===== src/rtl/ddr2_traffic_gen.sv =====
// ddr2_traffic_gen: write-then-read-back traffic engine for the ddr2_controller
// host port. After a start request and controller ready, it issues NUM_TXN
// scalar writes and then reads the same addresses back in the same order.
// Every returned word is checked against its address-derived value. The engine
// reports done, pass, an error count and a response count.
//
// state     | meaning
// ----------+------------------------------------------------------------
// IDLE      | after reset, waiting for start
// WAIT_RDY  | run requested, waiting for controller ready
// WR        | issuing scalar writes when the controller can accept them
// RD        | issuing scalar reads over the same address sequence
// WAIT_RSP  | all reads issued, collecting responses or timing out
// DONE      | result latched on done/pass, waiting for a new start
module ddr2_traffic_gen #(
    parameter int                 DATA_W      = 16,
    parameter int                 ADDR_W      = 25,
    parameter int                 NUM_TXN     = 64,
    parameter int                 ADDR_MODE   = 0,
    parameter logic [ADDR_W-1:0]  BASE_ADDR   = '0,
    parameter int                 STRIDE      = 8,
    parameter logic [24:0]        LFSR_SEED   = 25'h1ACE1,
    parameter logic [DATA_W-1:0]  DATA_XOR    = 16'hA5C3,
    parameter int                 FILL_LIMIT  = 56,
    parameter int                 TIMEOUT_CYC = 4096
) (
    input  logic              clk_i,
    input  logic              reset_i,
    input  logic              start_i,
    input  logic              ready_i,
    input  logic [6:0]        fillcount_i,
    input  logic              notfull_i,
    input  logic [DATA_W-1:0] dout_i,
    input  logic [ADDR_W-1:0] raddr_i,
    input  logic              validout_i,
    output logic [2:0]        cmd_o,
    output logic [1:0]        sz_o,
    output logic [2:0]        op_o,
    output logic              fetching_o,
    output logic [DATA_W-1:0] din_o,
    output logic [ADDR_W-1:0] addr_o,
    output logic              busy_o,
    output logic              done_o,
    output logic              pass_o,
    output logic [15:0]       err_count_o,
    output logic [15:0]       rsp_count_o
);

    localparam int CNT_W = $clog2(NUM_TXN + 1);
    localparam int TMR_W = $clog2(TIMEOUT_CYC + 1);

    localparam logic [2:0] CMD_NOP = 3'd0;
    localparam logic [2:0] CMD_SCR = 3'd1;
    localparam logic [2:0] CMD_SCW = 3'd2;

    // An all-zero seed would lock the LFSR at zero, so it is replaced by 1.
    localparam logic [24:0] SEED_EFF  = (LFSR_SEED == 25'd0) ? 25'd1 : LFSR_SEED;
    // Right-shifting Galois form of x^25 + x^22 + 1.
    localparam logic [24:0] LFSR_TAPS = 25'h1200000;

    localparam logic [CNT_W-1:0] CNT_LOAD = CNT_W'(NUM_TXN);
    localparam logic [TMR_W-1:0] TMR_LOAD = TMR_W'(TIMEOUT_CYC);
    localparam logic [15:0]      RSP_GOAL = 16'(NUM_TXN);

    typedef enum logic [2:0] {
        S_IDLE,
        S_WAIT_RDY,
        S_WR,
        S_RD,
        S_WAIT_RSP,
        S_DONE
    } state_t;

    state_t            state_q;
    logic [CNT_W-1:0]  remain_q;
    logic [TMR_W-1:0]  tmr_q;
    logic [ADDR_W-1:0] seq_q;
    logic [24:0]       lfsr_q;

    logic [2:0]        cmd_q;
    logic              fetching_q;
    logic [DATA_W-1:0] din_q;
    logic [ADDR_W-1:0] addr_q;
    logic              busy_q;
    logic              done_q;
    logic              pass_q;
    logic [15:0]       err_q;
    logic [15:0]       rsp_q;

    logic              can_issue;
    logic [ADDR_W-1:0] gen_addr;
    logic [DATA_W-1:0] wr_data;
    logic [ADDR_W-1:0] seq_d;
    logic [24:0]       lfsr_d;
    logic              rsp_window;
    logic              rsp_bad;
    logic [15:0]       err_d;
    logic [15:0]       rsp_d;
    logic              finish_d;

    // Issue gating, address generator step and response checking.
    always_comb begin
        can_issue  = notfull_i && (int'(fillcount_i) < FILL_LIMIT);
        gen_addr   = (ADDR_MODE != 0) ? ADDR_W'(lfsr_q) : seq_q;
        wr_data    = DATA_W'(gen_addr) ^ DATA_XOR;
        seq_d      = seq_q + ADDR_W'(STRIDE);
        lfsr_d     = lfsr_q[0] ? ((lfsr_q >> 1) ^ LFSR_TAPS) : (lfsr_q >> 1);
        rsp_window = (state_q == S_RD) || (state_q == S_WAIT_RSP);
        // A response is checked by its own raddr, so arrival order is irrelevant.
        rsp_bad    = validout_i &&
                     (!rsp_window || (dout_i != (DATA_W'(raddr_i) ^ DATA_XOR)));
        err_d      = err_q;
        if (rsp_bad && (err_q != 16'hFFFF)) begin
            err_d = err_q + 16'd1;
        end
        rsp_d      = rsp_q;
        if (validout_i && rsp_window && (rsp_q != 16'hFFFF)) begin
            rsp_d = rsp_q + 16'd1;
        end
        // Leave WAIT_RSP when every read is answered or the idle timer expires.
        finish_d   = (rsp_d >= RSP_GOAL) || (!validout_i && (tmr_q <= TMR_W'(1)));
    end

    // Run sequencer with all host-port and status outputs registered.
    always_ff @(posedge clk_i) begin
        if (reset_i) begin
            state_q    <= S_IDLE;
            remain_q   <= '0;
            tmr_q      <= '0;
            seq_q      <= '0;
            lfsr_q     <= '0;
            cmd_q      <= CMD_NOP;
            fetching_q <= 1'b0;
            din_q      <= '0;
            addr_q     <= '0;
            busy_q     <= 1'b0;
            done_q     <= 1'b0;
            pass_q     <= 1'b0;
            err_q      <= '0;
            rsp_q      <= '0;
        end else begin
            fetching_q <= 1'b0;
            cmd_q      <= CMD_NOP;
            err_q      <= err_d;
            rsp_q      <= rsp_d;

            case (state_q)
                S_IDLE, S_DONE: begin
                    if (start_i) begin
                        state_q  <= S_WAIT_RDY;
                        busy_q   <= 1'b1;
                        done_q   <= 1'b0;
                        pass_q   <= 1'b0;
                        err_q    <= '0;
                        rsp_q    <= '0;
                        remain_q <= CNT_LOAD;
                        seq_q    <= BASE_ADDR;
                        lfsr_q   <= SEED_EFF;
                    end
                end

                S_WAIT_RDY: begin
                    if (ready_i) begin
                        state_q <= S_WR;
                    end
                end

                S_WR: begin
                    if (can_issue) begin
                        fetching_q <= 1'b1;
                        cmd_q      <= CMD_SCW;
                        addr_q     <= gen_addr;
                        din_q      <= wr_data;
                        seq_q      <= seq_d;
                        lfsr_q     <= lfsr_d;
                        remain_q   <= remain_q - CNT_W'(1);
                        // Rewind the generator so reads replay the write addresses.
                        if (remain_q == CNT_W'(1)) begin
                            state_q  <= S_RD;
                            remain_q <= CNT_LOAD;
                            seq_q    <= BASE_ADDR;
                            lfsr_q   <= SEED_EFF;
                        end
                    end
                end

                S_RD: begin
                    if (can_issue) begin
                        fetching_q <= 1'b1;
                        cmd_q      <= CMD_SCR;
                        addr_q     <= gen_addr;
                        din_q      <= '0;
                        seq_q      <= seq_d;
                        lfsr_q     <= lfsr_d;
                        remain_q   <= remain_q - CNT_W'(1);
                        if (remain_q == CNT_W'(1)) begin
                            state_q <= S_WAIT_RSP;
                            tmr_q   <= TMR_LOAD;
                        end
                    end
                end

                S_WAIT_RSP: begin
                    if (finish_d) begin
                        state_q <= S_DONE;
                        busy_q  <= 1'b0;
                        done_q  <= 1'b1;
                        pass_q  <= (err_d == 16'd0) && (rsp_d == RSP_GOAL);
                    end else if (validout_i) begin
                        tmr_q <= TMR_LOAD;
                    end else begin
                        tmr_q <= tmr_q - TMR_W'(1);
                    end
                end

                default: begin
                    state_q <= S_IDLE;
                    busy_q  <= 1'b0;
                end
            endcase
        end
    end

    assign cmd_o       = cmd_q;
    assign sz_o        = 2'd0;
    assign op_o        = 3'd0;
    assign fetching_o  = fetching_q;
    assign din_o       = din_q;
    assign addr_o      = addr_q;
    assign busy_o      = busy_q;
    assign done_o      = done_q;
    assign pass_o      = pass_q;
    assign err_count_o = err_q;
    assign rsp_count_o = rsp_q;

endmodule


===== config.mk =====
export PLATFORM = sky130hd
export DESIGN_NAME = ddr2_traffic_gen
export DESIGN_NICKNAME = d
export VERILOG_FILES = /design/src/rtl/ddr2_traffic_gen.sv
export SDC_FILE = /design/constraint.sdc
export NUM_CORES = 1
export LEC_CHECK = 0
export BUFFER_PORTS_ARGS = -buffer_cell sky130_fd_sc_hd__buf_2
export CAP_MARGIN = 20
export CORE_MARGIN = 1.5
export CORE_UTILIZATION = 50
export CTS_CLUSTER_SIZE = 10
export DETAILED_ROUTE_END_ITERATION = 16
export PLACE_DENSITY = 0.78
export SLEW_MARGIN = 20
export SYNTH_ARGS = -nofsm -noshare
export SYNTH_HDL_FRONTEND = slang
export SYNTH_SLANG_ARGS = --single-unit

===== constraint.sdc =====
create_clock -name clk_i -period 3.8 [get_ports clk_i]
set_clock_uncertainty 0.15 [all_clocks]
set_input_delay 0.38 -clock clk_i [delete_from_list [all_inputs] [get_ports clk_i]]
set_output_delay 0.38 -clock clk_i [all_outputs]
set_load 0.005 [all_outputs]

==> metrics.md <==
| Metric | Value |
|---|---|
| Outcome | `finished clean` |
| CP Max Fanout | `14` |
| Place WS | `0.483 ns` |
| Die Height | `114 µm` |
| Final Hold Vio Count | `0` |
| Vias | `5,819` |
| Wire length on met3 | `1.03 mm` |
| Die area | `13,000 µm²` |
| Ys flop type | `dfxtp_1` |
| Worst slew pin tran | `0.796 ns` |
| Post-synth EDFFs | `0` |
| TritonCTS buffer count | `17` |
| IO Port Bufs | `116` |
| DRC | `0` |
| Met1 WL | `6.73 mm` |
| Final worst setup slack | `0.393 ns` |
| Period utilization | `89.7%` |
| Synth Instances | `774` |
| Worst path max stage delay | `0.60 ns` |
| Worst VDD drop | `0.349 mV` |
| Ys Warns | `0` |
| Sequential area share after synthesis | `38.6%` |
| Arr. time, crit path | `3.61 ns` |
| Initial core utilization | `51.4%` |
| Initial antenna violation count | `1` |
| Yosys cell types | `72` |
| Slowest-stage cell, CP | `or4_1` |
| Worst Hold Class | `in2reg` |
| P per Cell Area | `511 nW/µm²` |
| Pleak | `0.00276 µW` |
| Vias in the first global route | `5,323` |
| Reg2Reg Setup Slack | `0.39 ns` |
| Global Route Usage Sum | `23.8%` |
| Worst endpoint required time | `4.00 ns` |
| Share of layout cells above drive strength 1 | `20.1%` |
| CTS clock-pin slew for the worst setup and hold paths | `0.06 ns` |
| Gpl congestion | `0.838` |
| Commonest non-fill, non-tap cells in the layout | `dfxtp_1, buf_2, nor2_1, nand2_1, a21oi_1` |
| Max clock buf depth | `2` |
| Fin crit period | `3.41 ns` |
| Final nets | `928` |
| Critical path type | `reg2reg` |
| Rel. slew slack | `47.0%` |
| Mapped Area | `6170 µm²` |
| Commonest non-fill, non-tap cell in the layout | `dfxtp_1` |
| Total chip power | `3740 µW` |
| Achievable Freq | `293 MHz` |
| Overflow after GRT | `0` |
| Final setup vio count | `0` |
| CTS H-Tree Depth | `4` |
| Post-synthesis async set-or-reset flop share | `0%` |
| Syn_area_per_cell | `7.97 µm²` |
| Worst-Skew Late Latency | `0.42 ns` |
| Crit path capture type | `flip-flop` |
| Slew Limit Fails | `0` |
| Top layer in use | `met4` |
| Core outline area | `12,000 µm²` |
| Startpoint class of the critical path | `flip-flop` |
| CTS tree | `built` |
| Hold_buf cts | `0` |
| P&R area growth vs syn | `18.5%` |
| Hold path depth | `2` |
| RSZ-0062 raised after global routing | `no` |
| Largest net degree at the start of global routing | `49` |
| Finished Layout Cells | `1,028` |
| Max-cap violations | `0` |
| Detailed placement HPWL | `10.1 mm` |
| Setup TNS Final | `0 ns` |
| Detailed Routing Iterations Pass 1 | `5` |
| Die Wd | `114 µm` |
| Setup Buffers After CTS | `0` |
| Global-route wire length before repair | `24.9 mm` |
| Crit-path cells | `nor3b_2 > o21ai_1 > or4_1 > o311ai_1 > nor4_4 > a21oi_2 > o21ai_0 > a21oi_1` |
| Wirelength per Cell | `14.5 µm` |
| Initial DRC Count | `486` |
| Synth Register Bits | `119` |
| Clk sinks | `119` |
| DR WL met2 | `7.01 mm` |
| Post-CTS sizing | `0` |
| Vias/cell | `5.66` |
| Final wirelength | `14.9 mm` |
| Worst R2R Path Depth | `8` |
| Root Buffer | `clkbuf_16` |
| Placed insts | `995` |
| Row count | `40` |
| Post-route ant nets | `0` |
| Boundary Pins | `139` |
==> report_power, final <==
part	switching, µW	internal [µW]
Clock	589	951
Sequential	90.9	1320
Combinational	487	292
==> stage by stage <==
stage,hold WS (ns),utilization (%),area [µm²]
after floorplan,0.287,-,6200
after global placement,0.290,56.1,6740
after detailed placement,0.290,56.1,6740
after CTS,0.169,60.9,7310
after global routing,0.197,60.9,7310
final,0.182,60.9,7310
==> synthesized netlist by cell type (6+ instances only) <==
cell / count / area share [%]
dfxtp_1: 119 / 39
nor2_1: 99 / 6.0
nand2_1: 95 / 5.8
a21oi_1: 67 / 5.4
xnor2_1: 34 / 4.8
clkbuf_1: 33 / 2.0
nor3_1: 32 / 2.6
xor2_1: 32 / 4.5
nand3_1: 27 / 2.2
o21ai_0: 16 / 1.3
nand4_1: 15 / 1.5
inv_1: 14 / 0.85
o21ai_1: 14 / 1.1
nor4_1: 12 / 1.2
buf_2: 11 / 0.89
buf_4: 11 / 1.3
nand3b_1: 10 / 1.2
mux2i_1: 9 / 1.5
or2_2: 9 / 0.91
or3_1: 9 / 0.91
ha_1: 7 / 1.4
o2111ai_1: 7 / 0.99
or4_1: 6 / 0.73
==> worst max-delay path: cells and delay by family (launching register included) <==
kind | cells | cell delay (ns)
AND/OR/NAND/NOR | 3 | 1.19
flip-flops | 1 | 0.54
AO/OA/AOI/OAI | 5 | 1.45
==> routing by layer <==
metal | track usage, % | up-vias
li1 | - | 2878
met1 | 29.6 | 2707
met2 | 39.6 | 212
met3 | 7.36 | 22
met4 | 7.33 | 0
met5 | 0 | -
==> state kept, by name (all words and copies together), names as in the netlist <==
name         cells
pass_o           1
cmd_o            2
err_count_o     16
done_o           1
din_o           14
gen_addr        22
remain_q         7
addr_o          22
fetching_o       1
state_q          3
busy_o           1
tmr_q           13
rsp_count_o     16
==> area by class of cell <==
cell class | instances | area, µm²
fillers | 1080 | 4700
multi-input cells | 592 | 3490
flip-flops and latches | 119 | 2380
repair buffers | 123 | 633
clock buffers | 22 | 474
well taps | 147 | 184
clock inverters | 10 | 96.3
inverters | 14 | 52.6
diodes | 1 | 2.50
==> kinds of logic (layout without fill, tap and decap cells) <==
logic type | count (synthesis) | count (layout) | share of synthesized area (%)
xor gates and xnor gates | 66 | 66 | 9.37
and+or+nand+nor | 359 | 359 | 29.7
muxes | 10 | 10 | 1.64
buffers and inverters | 72 | 169 | 5.43
AOI/OAI and AO/OA | 140 | 140 | 13.8
DFF | 119 | 119 | 38.6
other | 1 | 11 | 0.0608
adders and majority gates | 7 | 7 | 1.42
==> worst paths after layout <==
path                                 start         to
worst min register to register   din_o[12]  din_o[12]
worst min-delay path               reset_i   tmr_q[0]
worst max register to register  state_q[2]   tmr_q[3]
worst max-delay path            state_q[2]   tmr_q[3]
Power figures use the tool's default switching activity.
